File: src/rtl/pong_match_ctrl.sv
// Match sequencer for the LED ping-pong rally: serve control, ball-step tick,
// speed-up on returns, scoring and match end detection.
module pong_match_ctrl #(
    parameter int unsigned      CNT_W        = 25,
    parameter int unsigned      WIN_SCORE    = 9,
    parameter logic [CNT_W-1:0] TICK_INIT    = 25'd12_500_000,
    parameter logic [CNT_W-1:0] TICK_MIN     = 25'd2_500_000,
    parameter logic [CNT_W-1:0] TICK_STEP    = 25'd1_000_000,
    parameter logic [CNT_W-1:0] PAUSE_CYCLES = 25'd25_000_000
) (
    input  logic       clk_game,
    input  logic       rst,
    input  logic       LeftSw,
    input  logic       RightSw,
    input  logic       hit,
    input  logic       point_left,
    input  logic       point_right,
    output logic       tick,
    output logic       rally_start,
    output logic       rally_active,
    output logic       serve_left,
    output logic       serve_req,
    output logic [3:0] Score_Left,
    output logic [3:0] Score_Right,
    output logic [3:0] speed_level,
    output logic       match_over,
    output logic       winner_left
);

    typedef enum logic [2:0] {
        IDLE,
        SERVE_WAIT,
        RALLY,
        POINT_PAUSE,
        MATCH_OVER
    } state_t;

    localparam logic [3:0]       WIN        = 4'(WIN_SCORE);
    localparam logic [CNT_W-1:0] ONE        = {{(CNT_W-1){1'b0}}, 1'b1};
    localparam logic [CNT_W:0]   FLOOR      = {1'b0, TICK_MIN} + {1'b0, TICK_STEP};
    localparam logic [CNT_W-1:0] PAUSE_LAST = PAUSE_CYCLES - ONE;

    state_t state, state_d;

    logic l_s1, l_s2, l_prev, press_l;
    logic r_s1, r_s2, r_prev, press_r;

    // period is the pending value; cur_period is what the divider uses
    // until the next wrap, so a hit never shortens an interval in flight
    logic [CNT_W-1:0] period, period_d, period_hit;
    logic [CNT_W-1:0] cur_period, cur_d;
    logic [CNT_W-1:0] div, div_d;
    logic [CNT_W-1:0] pause, pause_d;
    logic [3:0]       score_l_d, score_r_d, speed_d;
    logic             serve_l_d, win_l_d, tick_d;

    always_ff @(posedge clk_game or negedge rst) begin
        if (!rst) begin
            l_s1    <= 1'b0;
            l_s2    <= 1'b0;
            l_prev  <= 1'b0;
            press_l <= 1'b0;
            r_s1    <= 1'b0;
            r_s2    <= 1'b0;
            r_prev  <= 1'b0;
            press_r <= 1'b0;
        end else begin
            l_s1    <= LeftSw;
            l_s2    <= l_s1;
            l_prev  <= l_s2;
            press_l <= l_s2 & ~l_prev;
            r_s1    <= RightSw;
            r_s2    <= r_s1;
            r_prev  <= r_s2;
            press_r <= r_s2 & ~r_prev;
        end
    end

    always_comb begin
        if ({1'b0, period} >= FLOOR) begin
            period_hit = period - TICK_STEP;
        end else begin
            period_hit = TICK_MIN;
        end
    end

    always_comb begin
        state_d   = state;
        period_d  = period;
        cur_d     = cur_period;
        div_d     = div;
        pause_d   = pause;
        score_l_d = Score_Left;
        score_r_d = Score_Right;
        speed_d   = speed_level;
        serve_l_d = serve_left;
        win_l_d   = winner_left;
        tick_d    = 1'b0;
        unique case (state)
            IDLE: begin
                if (press_l | press_r) begin
                    state_d = SERVE_WAIT;
                end
            end
            SERVE_WAIT: begin
                if (serve_left ? press_l : press_r) begin
                    state_d  = RALLY;
                    period_d = TICK_INIT;
                    cur_d    = TICK_INIT;
                    div_d    = '0;
                    speed_d  = 4'd0;
                end
            end
            RALLY: begin
                if (div == cur_period - ONE) begin
                    div_d  = '0;
                    tick_d = 1'b1;
                end else begin
                    div_d = div + ONE;
                end
                if (point_left & point_right) begin
                    state_d = POINT_PAUSE;
                end else if (point_left) begin
                    score_l_d = Score_Left + 4'd1;
                    serve_l_d = 1'b0;
                    if (score_l_d == WIN) begin
                        state_d = MATCH_OVER;
                        win_l_d = 1'b1;
                    end else begin
                        state_d = POINT_PAUSE;
                    end
                end else if (point_right) begin
                    score_r_d = Score_Right + 4'd1;
                    serve_l_d = 1'b1;
                    if (score_r_d == WIN) begin
                        state_d = MATCH_OVER;
                        win_l_d = 1'b0;
                    end else begin
                        state_d = POINT_PAUSE;
                    end
                end else if (hit) begin
                    period_d = period_hit;
                    if (period_hit < period && speed_level != 4'hf) begin
                        speed_d = speed_level + 4'd1;
                    end
                end
                if (tick_d) begin
                    cur_d = period_d;
                end
                if (state_d != RALLY) begin
                    tick_d  = 1'b0;
                    pause_d = '0;
                end
            end
            POINT_PAUSE: begin
                if (pause == PAUSE_LAST) begin
                    state_d = SERVE_WAIT;
                end else begin
                    pause_d = pause + ONE;
                end
            end
            MATCH_OVER: begin
                if ((press_l & r_s2) | (press_r & l_s2)) begin
                    state_d   = IDLE;
                    score_l_d = 4'd0;
                    score_r_d = 4'd0;
                    serve_l_d = 1'b1;
                    win_l_d   = 1'b0;
                end
            end
            default: begin
                state_d = IDLE;
            end
        endcase
    end

    always_ff @(posedge clk_game or negedge rst) begin
        if (!rst) begin
            state        <= IDLE;
            period       <= TICK_INIT;
            cur_period   <= TICK_INIT;
            div          <= '0;
            pause        <= '0;
            Score_Left   <= 4'd0;
            Score_Right  <= 4'd0;
            speed_level  <= 4'd0;
            serve_left   <= 1'b1;
            winner_left  <= 1'b0;
            tick         <= 1'b0;
            rally_start  <= 1'b0;
            rally_active <= 1'b0;
            serve_req    <= 1'b0;
            match_over   <= 1'b0;
        end else begin
            state        <= state_d;
            period       <= period_d;
            cur_period   <= cur_d;
            div          <= div_d;
            pause        <= pause_d;
            Score_Left   <= score_l_d;
            Score_Right  <= score_r_d;
            speed_level  <= speed_d;
            serve_left   <= serve_l_d;
            winner_left  <= win_l_d;
            tick         <= tick_d;
            rally_start  <= (state == SERVE_WAIT) && (state_d == RALLY);
            rally_active <= (state_d == RALLY);
            serve_req    <= (state_d == SERVE_WAIT);
            match_over   <= (state_d == MATCH_OVER);
        end
    end

endmodule

File: config.mk
export PLATFORM = sky130hd
export DESIGN_NAME = pong_match_ctrl
export DESIGN_NICKNAME = d
export VERILOG_FILES = /design/src/rtl/pong_match_ctrl.sv
export SDC_FILE = /design/constraint.sdc
export NUM_CORES = 1
export LEC_CHECK = 0
export ABC_AREA = 1
export BUFFER_PORTS_ARGS = -buffer_cell sky130_fd_sc_hd__buf_2
export CORE_AREA = 2 2 157 144
export CTS_BUF_LIST = sky130_fd_sc_hd__clkbuf_8
export CTS_CLUSTER_SIZE = 16
export DETAILED_ROUTE_END_ITERATION = 10
export DIE_AREA = 0 0 159 146
export HOLD_SLACK_MARGIN = 0.12
export PLACE_DENSITY = 0.52
export SYNTH_ARGS = -nofsm -noshare
export SYNTH_HDL_FRONTEND = slang
export SYNTH_SLANG_ARGS = --single-unit
File: constraint.sdc
create_clock -name clk_game -period 3.4 [get_ports clk_game]
set_clock_uncertainty 0.05 [all_clocks]
set_input_delay 0.17 -clock clk_game [delete_from_list [all_inputs] [get_ports clk_game]]
set_output_delay 0.17 -clock clk_game [all_outputs]
set_load 0.02 [all_outputs]
---- Word level (Yosys, flattened, before mapping) ----
Index checks and enable logic that the tools add are counted.
storage, ports and cells
  register bits after elaboration ......... 130
  input port bits ......................... 7
cells by class
  $add $sub $neg .......................... 7
  order comparisons ....................... 2
  equality and inequality tests ........... 28
  multiplexer cells ....................... 58
  bitwise logic cells ..................... 9
  reduce and logical (&&, ||, !) cells .... 14
operators by type and width
  operator                  number
  $mux W25                  11
  $pmux W25 S2              4
  $add A25 B1 Y25 const B   2
  $mux W4                   12
  $mux W3                   10
  $eq A25 B25 Y1            1
  $eq A25 B25 Y1 const B    1
  $ge A25 B22 Y1 const B    1
  $lt A25 B25 Y1            1
  $sub A25 B1 Y25 const B   1
  $sub A25 B20 Y25 const B  1
  $pmux W4 S2               3
  $ne A2 B2 Y1 const B      11
  $mux W1                   15
  $pmux W3 S5               1
  $add A4 B1 Y4 const B     3
  $eq A3 B2 Y1 const B      3
  $ne A3 B3 Y1 const B      3
  $eq A4 B4 Y1 const B      2
  $reduce_and A4 Y1         2
  $reduce_and A7 Y1         1
  $eq A3 B1 Y1 const B      2
  $eq A3 B3 Y1 const B      2
  $reduce_and A3 Y1         2
  13 further kinds          23

---- Logic depth before layout (Yosys ltp) ----
Gate-level depths: netlist of the first run.
  depth in word-level cells ............... 10
  depth in mapped cells ................... 26
  mapped depth without buffers ............ 25

---- Worst setup path before layout of the first run ----
OpenSTA, ideal clock, no wires.
  kind .................................... register -> register
  from .................................... register period[7]
  to ...................................... register speed_level[0]
  setup time .............................. 118 ps
  data arrival time ....................... 2,676 ps
  path slack .............................. 556 ps
  stages on the path, launching flop included .. 25
  buffers on the path ..................... 0
  period minus slack after synthesis ...... 2,844 ps
  path through ............................ dfrtp_1 -> inv_1 -> ha_1 -> a21oi_1 -> nor2_1 -> nor2_1 -> nor2_2 -> nor2_1 -> xor2_1 -> nand2_1 -> ha_1 -> inv_1 -> nor2_1 -> nand2_1 -> nand2_1 -> nand2_1 -> nand2_1 -> nand2_1 -> nand2_1 -> a21oi_1 -> nand4_1 -> nand2_1 -> nand2_2 -> nand2_1 -> nand2_1
between the ends
  longest elaborated chain between the ends .. 6
  elaborated cells between the ends (all ways) .. 7
RTL lines
  element                                             line    source
  start, declared                                     50      logic [CNT_W-1:0] period, period_d, period_hit;
  start signal, assigned                              196     period <= period_d;
  $sub A25 B20 Y25 or $ge A25 B22 Y1 (tied branches)  81, 80
  $mux W25                                            80      if ({1'b0, period} >= FLOOR) begin
  $lt A25 B25 Y1 *                                    143     if (period_hit < period && speed_level != 4'hf) begin
  $logic_and A1 B1 Y1 *                               143
  $ne A2 B2 Y1 (no line) *                            n/a
  $reduce_and A7 Y1 (no line) *                       n/a
  end signal, assigned                                202     speed_level <= speed_d;
  end, declared                                       25      output logic [3:0] speed_level,
Mark *: on every way between the ends. The rest lies on a longest branch, timed or not.
A chain may end at the register's enable or synchronous reset.

---- Worst setup path in the final report of the first run ----
  from .................................... register period[6]
  to ...................................... register speed_level[2]
The elaborated chain is that of the path after synthesis.

==> reports/metrics.cfg, run 1 <==
[route]
totalWireLength_um = 21600
antenna_left = 0
vias = 7540
drc_errors = 0
drtPass1Iterations = 5
avgViaCountPerCell = 5.000
drtIter0Drc = 422
wire_per_inst_um = 14.32

[timing]
min_period_ns = 3.035
holdWs_ns = 0.1561
fin_ws_ns = 0.3647
fmaxAchievable_mhz = 329.5
rsz0062_at_grt = false
relSlewSlack_pct = 32.24
finalSetupTns_ns = 0
worst_pin_slew_ns = 1.016
period_share_pct = 89.27
hold_viol = 0
drv_slew = 0
setup_viol = 0

[clocking]
cts.htree.levels = 4
cts_buffers = 17
cts-root-buf = clkbuf_8
clk_pin_slew_ns = 0.09
numClockSinks = 130
clk_path_buf_depth = 2
clkLatencyLatePin_ns = 0.46
cts_tree = yes

[yosys]
syn_inst = 1165
synth_seq_cells = 130
synth_area_mm2 = 0.008532
yosysSeqAreaShare_pct = 38.50
ys_top_cells_by_count = 224 x nand2_1, 163 x inv_1, 138 x nor2_1
synthArstFlopShare_pct = 100.0
synth_top_area_share_pct = 30.80
synth_area_leaders = dfrtp_1 31%, nand2_1 9.9%, dfstp_2 7.7%
synth.most_common_cell = nand2_1
synth_top_area_cell = dfrtp_1
synth_top_flop_cell = dfrtp_1
synth_edf_count = 0
synth.distinct_cells = 53
synth_warnings = 0
synth_fp_nets = 1188
postSynthAreaPerCell_um2 = 7.324

[setup_path]
cp.arrival_ns = 3.34
required_ns = 3.70
worst-setup-path-type = reg -> reg
critPathMaxFanout = 5
cp-end-kind = flip-flop
cp-start-kind = flip-flop

[power_and_ir_drop]
ir_drop_v = 0.0003222
finalPower_mw = 6.794
p_leak_nw = 4.336
power_density_mw_per_mm2 = 715.5

[grt]
antenna_found_initial = 0
grt_pass1_wl_um = 36820
track_usage_pct = 19.50
grt_pass1_vias = 7202
grt_max_degree = 111
grt_overflow = 0

[placement]
gp_congestion = 0.8732
dp_hpwl_um = 15640
pre_cts_slack_ns = 0.2268
numPortBuffers = 25
placed_cells = 1470

[final_layout]
final_cells = 1508
drive_gt1_share_pct = 12.00
nets = 1227
syn_to_final_growth_pct = 11.29
n_antenna_cell = 0

[floorplan]
io_pins = 26
die_w_um = 159
placementRows = 51
dieArea_mm2 = 0.02321
initial_core_util_pct = 39.79
core_area_mm2 = 0.02144
die_height_um = 146

[run]
drv_cap = 0

[worst_hold_path]
hold_path_class = in -> reg

[run_status]
outcome = finished, final reports clean

[where the power goes]
part | internal (mW) | switching, mW | total, mW
clock | 0.628 | 0.684 | 1.31
combinational | 1.05 | 2.07 | 3.12
sequential | 1.97 | 0.383 | 2.36
[logic make-up (layout without fill, tap and decap cells)]
kind of cell | count (synthesis) | in the layout | synth area share, %
and+or+nand+nor | 572 | 572 | 30.88
buffers and inverters | 201 | 253 | 9.283
AOI/OAI and AO/OA | 179 | 179 | 12.03
DFF | 130 | 130 | 38.50
xor gates and xnor gates | 67 | 67 | 6.966
adders and majority gates | 16 | 16 | 2.346
[path summary, 6_finish.rpt]
kind                             start  slack [ns]        endpoint  cells past startpoint
setup reg to reg             period[6]        0.36  speed_level[2]                     24
min in group asynchronous          rst        0.38       period[7]                      2
hold / removal             point_right        0.16        state[2]                      4
hold reg to reg                   l_s1        0.30            l_s2                      0
setup / recovery             period[6]        0.36  speed_level[2]                     24
max in group asynchronous          rst        2.12        pause[1]                      3
[worst max-delay path, stage by stage, from the launching register on]
cell and delay (ns):
dfrtp_1 0.41, inv_1 0.10, ha_1 0.27, a21oi_4 0.22, nor2_2 0.07, nor2_2 0.11
nor2_2 0.08, nor2_1 0.12, xor2_1 0.16, nand2_1 0.08, ha_1 0.30, inv_1 0.06
nor2_1 0.03, nand2_1 0.06, nand2_1 0.04, nand2_1 0.05, nand2_1 0.04, nand2_1 0.05
nand2_1 0.05, a21oi_1 0.11, nand4_1 0.10, nand2_2 0.14, nand2_2 0.08, nand2_1 0.07
nand2_1 0.05
[flip-flops by register name (all words and copies together) (netlist names), 3 cells and up]
signal,count
cur_period,25
div,25
pause,25
period,25
Score_Left,4
Score_Right,4
speed_level,4
state,3
[cell type report]
cell class                      instances  area [µm²]
Timing Repair Buffer                   50       326.6
Fill cell                            2282       11950
Clock inverter                         13       125.1
Sequential cell                       130        3286
Inverter                              171       641.9
Tap cell                              291       364.1
Clock buffer                           19       261.5
Multi-Input combinational cell        834        4491
[per-stage QoR]
| step | util, % | cell area [µm²] |
|---|---|---|
| 2_1_floorplan | - | 8532 |
| 3_3_place_gp | 42.10 | 9026 |
| 3_5_place_dp | 42.10 | 9026 |
| 4_1_cts | 44.04 | 9443 |
| 5_1_grt | 44.29 | 9495 |
| 6_report | 44.29 | 9495 |
[cells in the final DEF (no fill, tap or decap), types with 16 or more instances in the layout]
| master | instances |
|---|---|
| inv_1 | 163 |
| buf_4 | 22 |
| xor2_1 | 54 |
| dfrtp_1 | 104 |
| nand2_1 | 223 |
| nand3_1 | 83 |
| dfstp_2 | 25 |
| a21oi_1 | 43 |
| nor2_1 | 134 |
| clkbuf_8 | 19 |
| o21ai_0 | 81 |
| nor3_1 | 38 |
| ha_1 | 16 |
| nand4_1 | 38 |
| buf_2 | 24 |
[layer usage]
| metal | share of wire [%] | up-vias | global-route usage, % |
|---|---|---|---|
| met5 | 0 | - | 0 |
| met4 | 1.4 | 0 | 4.955 |
| met3 | 4.2 | 25 | 3.562 |
| met2 | 42 | 163 | 28.89 |
| met1 | 52 | 3440 | 29.23 |
| li1 | - | 3912 | - |
[repair_timing]
action	CTS	global route
setup buffers	0	3
hold buffers	3	0
gates resized for setup	0	9
endpoints found under the setup margin	0	4
endpoints found under the hold margin	85	0
(Power assumes the default switching activity.)
==> run 2, diff against run 1 <==
CTS_CLUSTER_SIZE = not set   (was 16)
PLACE_DENSITY = 0.54   (was 0.52)
clock period = 2.5 ns   (was 3.4 ns; I/O delays follow)
==> reports/metrics.cfg, run 2 (same netlist as run 1, synthesis figures left out) <==
[setup_path]
reg2reg_from = period[7]
cp.arrival_ns = 3.10  ; -0.24 ns
cp-start-kind = flip-flop
path_cells = inv_2 > ha_4 > a21oi_4 > nor2_4 > nor2_4 > nor2_2 > nor2_1 > o21ai_0 > a21oi_1 > ha_1 > nand2_1 > inv_1 > nand2_1 > nand2_1 > nand2_1 > nand2_1 > a21oi_2 > nand4_1 > nand2_2 > nand2_2 > nand2_1 > nand2_1
critPathMaxFanout = 5  ; unchanged
cp-end-kind = flip-flop
cp-startpoint = period[7]
critPathMaxStageDelay_ns = 0.40  ; about the same
r2r_slack_ns = -0.29  ; -0.66 ns
slowest_stage = dfrtp_1
reg2regPathDepth = 22  ; -8.3%
crit_buf_inv = 2  ; unchanged
worst-setup-path-type = reg -> reg
critPathTopFamily = simple AND/OR/NAND/NOR gates
required_ns = 2.81  ; -0.89 ns
crit_path_frequent_cell = nand2_1
reg2reg_to = speed_level[0]

[worst_hold_path]
hold_path_class = in -> reg
hp-start = point_left
whs_path_depth = 4  ; unchanged
worstHoldEndpoint = winner_left

[route]
vias = 8288  ; +9.9%
drtIter0Drc = 484  ; +15%
drtPass1Iterations = 5  ; unchanged
drc_errors = 0  ; unchanged
totalWireLength_um = 24080  ; +12%
antenna_left = 0  ; unchanged
avgViaCountPerCell = 4.936  ; -1.3%
wire_per_inst_um = 14.34  ; +0.15%

[power_and_ir_drop]
power_frac_comb_pct = 56.8  ; +11 points
power_switching_mw = 5.013  ; +60%
p_leak_nw = 5.348  ; +23%
p_int_mw = 6.417  ; +76%
p_clk_share_pct = 16.0  ; -3.3 points
p_sw_share_pct = 43.86  ; -2.4 points
power_frac_seq_pct = 27.2  ; -7.5 points
power_density_mw_per_mm2 = 987.0  ; +38%
finalPower_mw = 11.43  ; +68%
ir_drop_v = 0.0004231  ; +31%

[timing]
fmaxAchievable_mhz = 357.8  ; +8.6%
setup_viol = 48  ; +48
worst_pin_slew_ns = 0.6235  ; -0.3929 ns
hold_viol = 0  ; unchanged
drv_slew = 0  ; unchanged
fin_ws_ns = -0.2945  ; -0.6593 ns
rsz0062_at_grt = true
period_share_pct = 111.8  ; +23 points
relSlewSlack_pct = 58.44  ; +26 points
min_period_ns = 2.795  ; -0.2407 ns

[grt]
track_usage_pct = 21.28  ; +1.8 points
grt_pass1_vias = 7966  ; +11%
grt_overflow = 0  ; unchanged
grt_max_degree = 62  ; -44%
grt_pass1_wl_um = 40100  ; +8.9%
antenna_found_initial = 0  ; unchanged

[final_layout]
n_antenna_cell = 0  ; unchanged
final_cell_mix = 202 x nand2_1, 168 x buf_4, 157 x inv_1
final_util_pct = 54.01  ; +9.7 points
drive_gt1_share_pct = 30.76  ; +19 points
syn_to_final_growth_pct = 35.74
nets = 1398  ; +14%
multi_input_area_mm2 = 0.005111  ; +14%
layout_commonest_cell = nand2_1
fillers = 2087  ; -8.5%
register_area_mm2 = 0.003284  ; about the same
final_cells = 1679  ; +11%

[placement]
gp_congestion = 0.8988  ; +2.9%
dp_hpwl_um = 17370  ; +11%
placed_cells = 1601  ; +8.9%
numPortBuffers = 25  ; unchanged

[floorplan]
die_w_um = 159  ; unchanged
io_pins = 26  ; unchanged
initial_core_util_pct = 39.79  ; unchanged
dieArea_mm2 = 0.02321  ; unchanged
core_area_mm2 = 0.02144  ; unchanged
placementRows = 51  ; unchanged
die_height_um = 146  ; unchanged

[run_status]
outcome = finished with violations
violations = setup timing

[run]
drv_cap = 0  ; unchanged

[clocking]
clkLatencyLatePin_ns = 0.45  ; about the same
cts-root-buf = clkbuf_8
cts_tree = yes
clk_path_buf_depth = 2  ; unchanged
numClockSinks = 130  ; unchanged
cts_buffers = 17  ; unchanged
clk_pin_slew_ns = 0.09  ; about the same
cts.htree.levels = 4  ; unchanged

## run 2: cell types whose count changed in the layout (fill, tap and decap cells not counted), moves of 10 or more
| cell | delta |
|---|---|
| buf_4 | +146 |
| nor2_4 | +13 |
| o21ai_1 | +22 |
| o21ai_0 | -27 |
| buf_6 | +12 |
| a21oi_1 | -10 |
| nand2_2 | +14 |
| nand2_1 | -21 |
| nor2_1 | -20 |
| a21oi_2 | +10 |
| nand3_1 | -12 |
## run 2: layer usage
metal	wire [µm]	global-route usage, %
met5	0	0
met4	248	4.864
met3	843	3.933
met2	10710	32.83
met1	12280	31.03
## run 2: how the worst max path moves through the flow
stage                endpoint  slack [ns]  depth (start not counted)
2_1_floorplan  speed_level[0]       -0.20                         24
3_3_place_gp   speed_level[0]       -0.26                         24
6_report       speed_level[0]       -0.29                         22
3_5_place_dp   speed_level[0]       -0.31                         20
5_1_grt        speed_level[3]       -0.53                         22
4_1_cts        speed_level[0]       -0.21                         24
## run 2: worst reg2reg max path, stage by stage, from the launching register on
cell     delay (ns)
dfrtp_1        0.40
inv_2          0.07
ha_4           0.17
a21oi_4        0.17
nor2_4         0.06
nor2_4         0.11
nor2_2         0.06
nor2_1         0.17
o21ai_0        0.11
a21oi_1        0.17
ha_1           0.27
nand2_1        0.08
inv_1          0.05
nand2_1        0.06
nand2_1        0.05
nand2_1        0.06
nand2_1        0.06
a21oi_2        0.09
nand4_1        0.10
nand2_2        0.14
nand2_2        0.08
nand2_1        0.07
nand2_1        0.05
## run 2: through the flow
stage | setup WS, ns | hold slack [ns] | TNS, ns | area (µm²)
final | -0.2945 | 0.1599 | -4.344 | 11580
after global routing | -0.5339 | 0.1775 | -13.92 | 11580
after CTS | -0.2086 | 0.1297 | -3.445 | 11140
after detailed placement | -0.3123 | 0.1156 | -6.670 | 10080
after global placement | -0.2594 | 0.1129 | -4.615 | 10080
after floorplan | -0.1954 | -0.2206 | -0.7803 | 8577
## run 2: power groups by stage
stage          clock, mW  combinational [mW]  sequential (mW)
4_1_cts             1.88                6.01             3.09
5_1_grt             1.98                7.21             3.17
6_report            1.83                6.49             3.10
3_5_place_dp           0                5.35             3.11
2_1_floorplan          0                3.15             3.21
3_3_place_gp           0                5.31             3.11
## run 2: repair_timing
item                                    CTS  global route
endpoints found under the setup margin   55            78
gates cloned                              7             1
buffers inserted                         23            18
hold buffers                              4             0
endpoints found under the hold margin    94             0
resized for setup                        80           112
pin swaps                                33            58
## run 2: final cells by class
| type | instances | area share [%] |
|---|---|---|
| repair buffers | 220 | 15.42 |
| inverters | 171 | 5.575 |
| multi-input cells | 835 | 44.13 |
| clock inverters | 14 | 1.232 |
| flip-flops and latches | 130 | 28.36 |
| well taps | 291 | 3.144 |
| clock buffers | 18 | 2.139 |
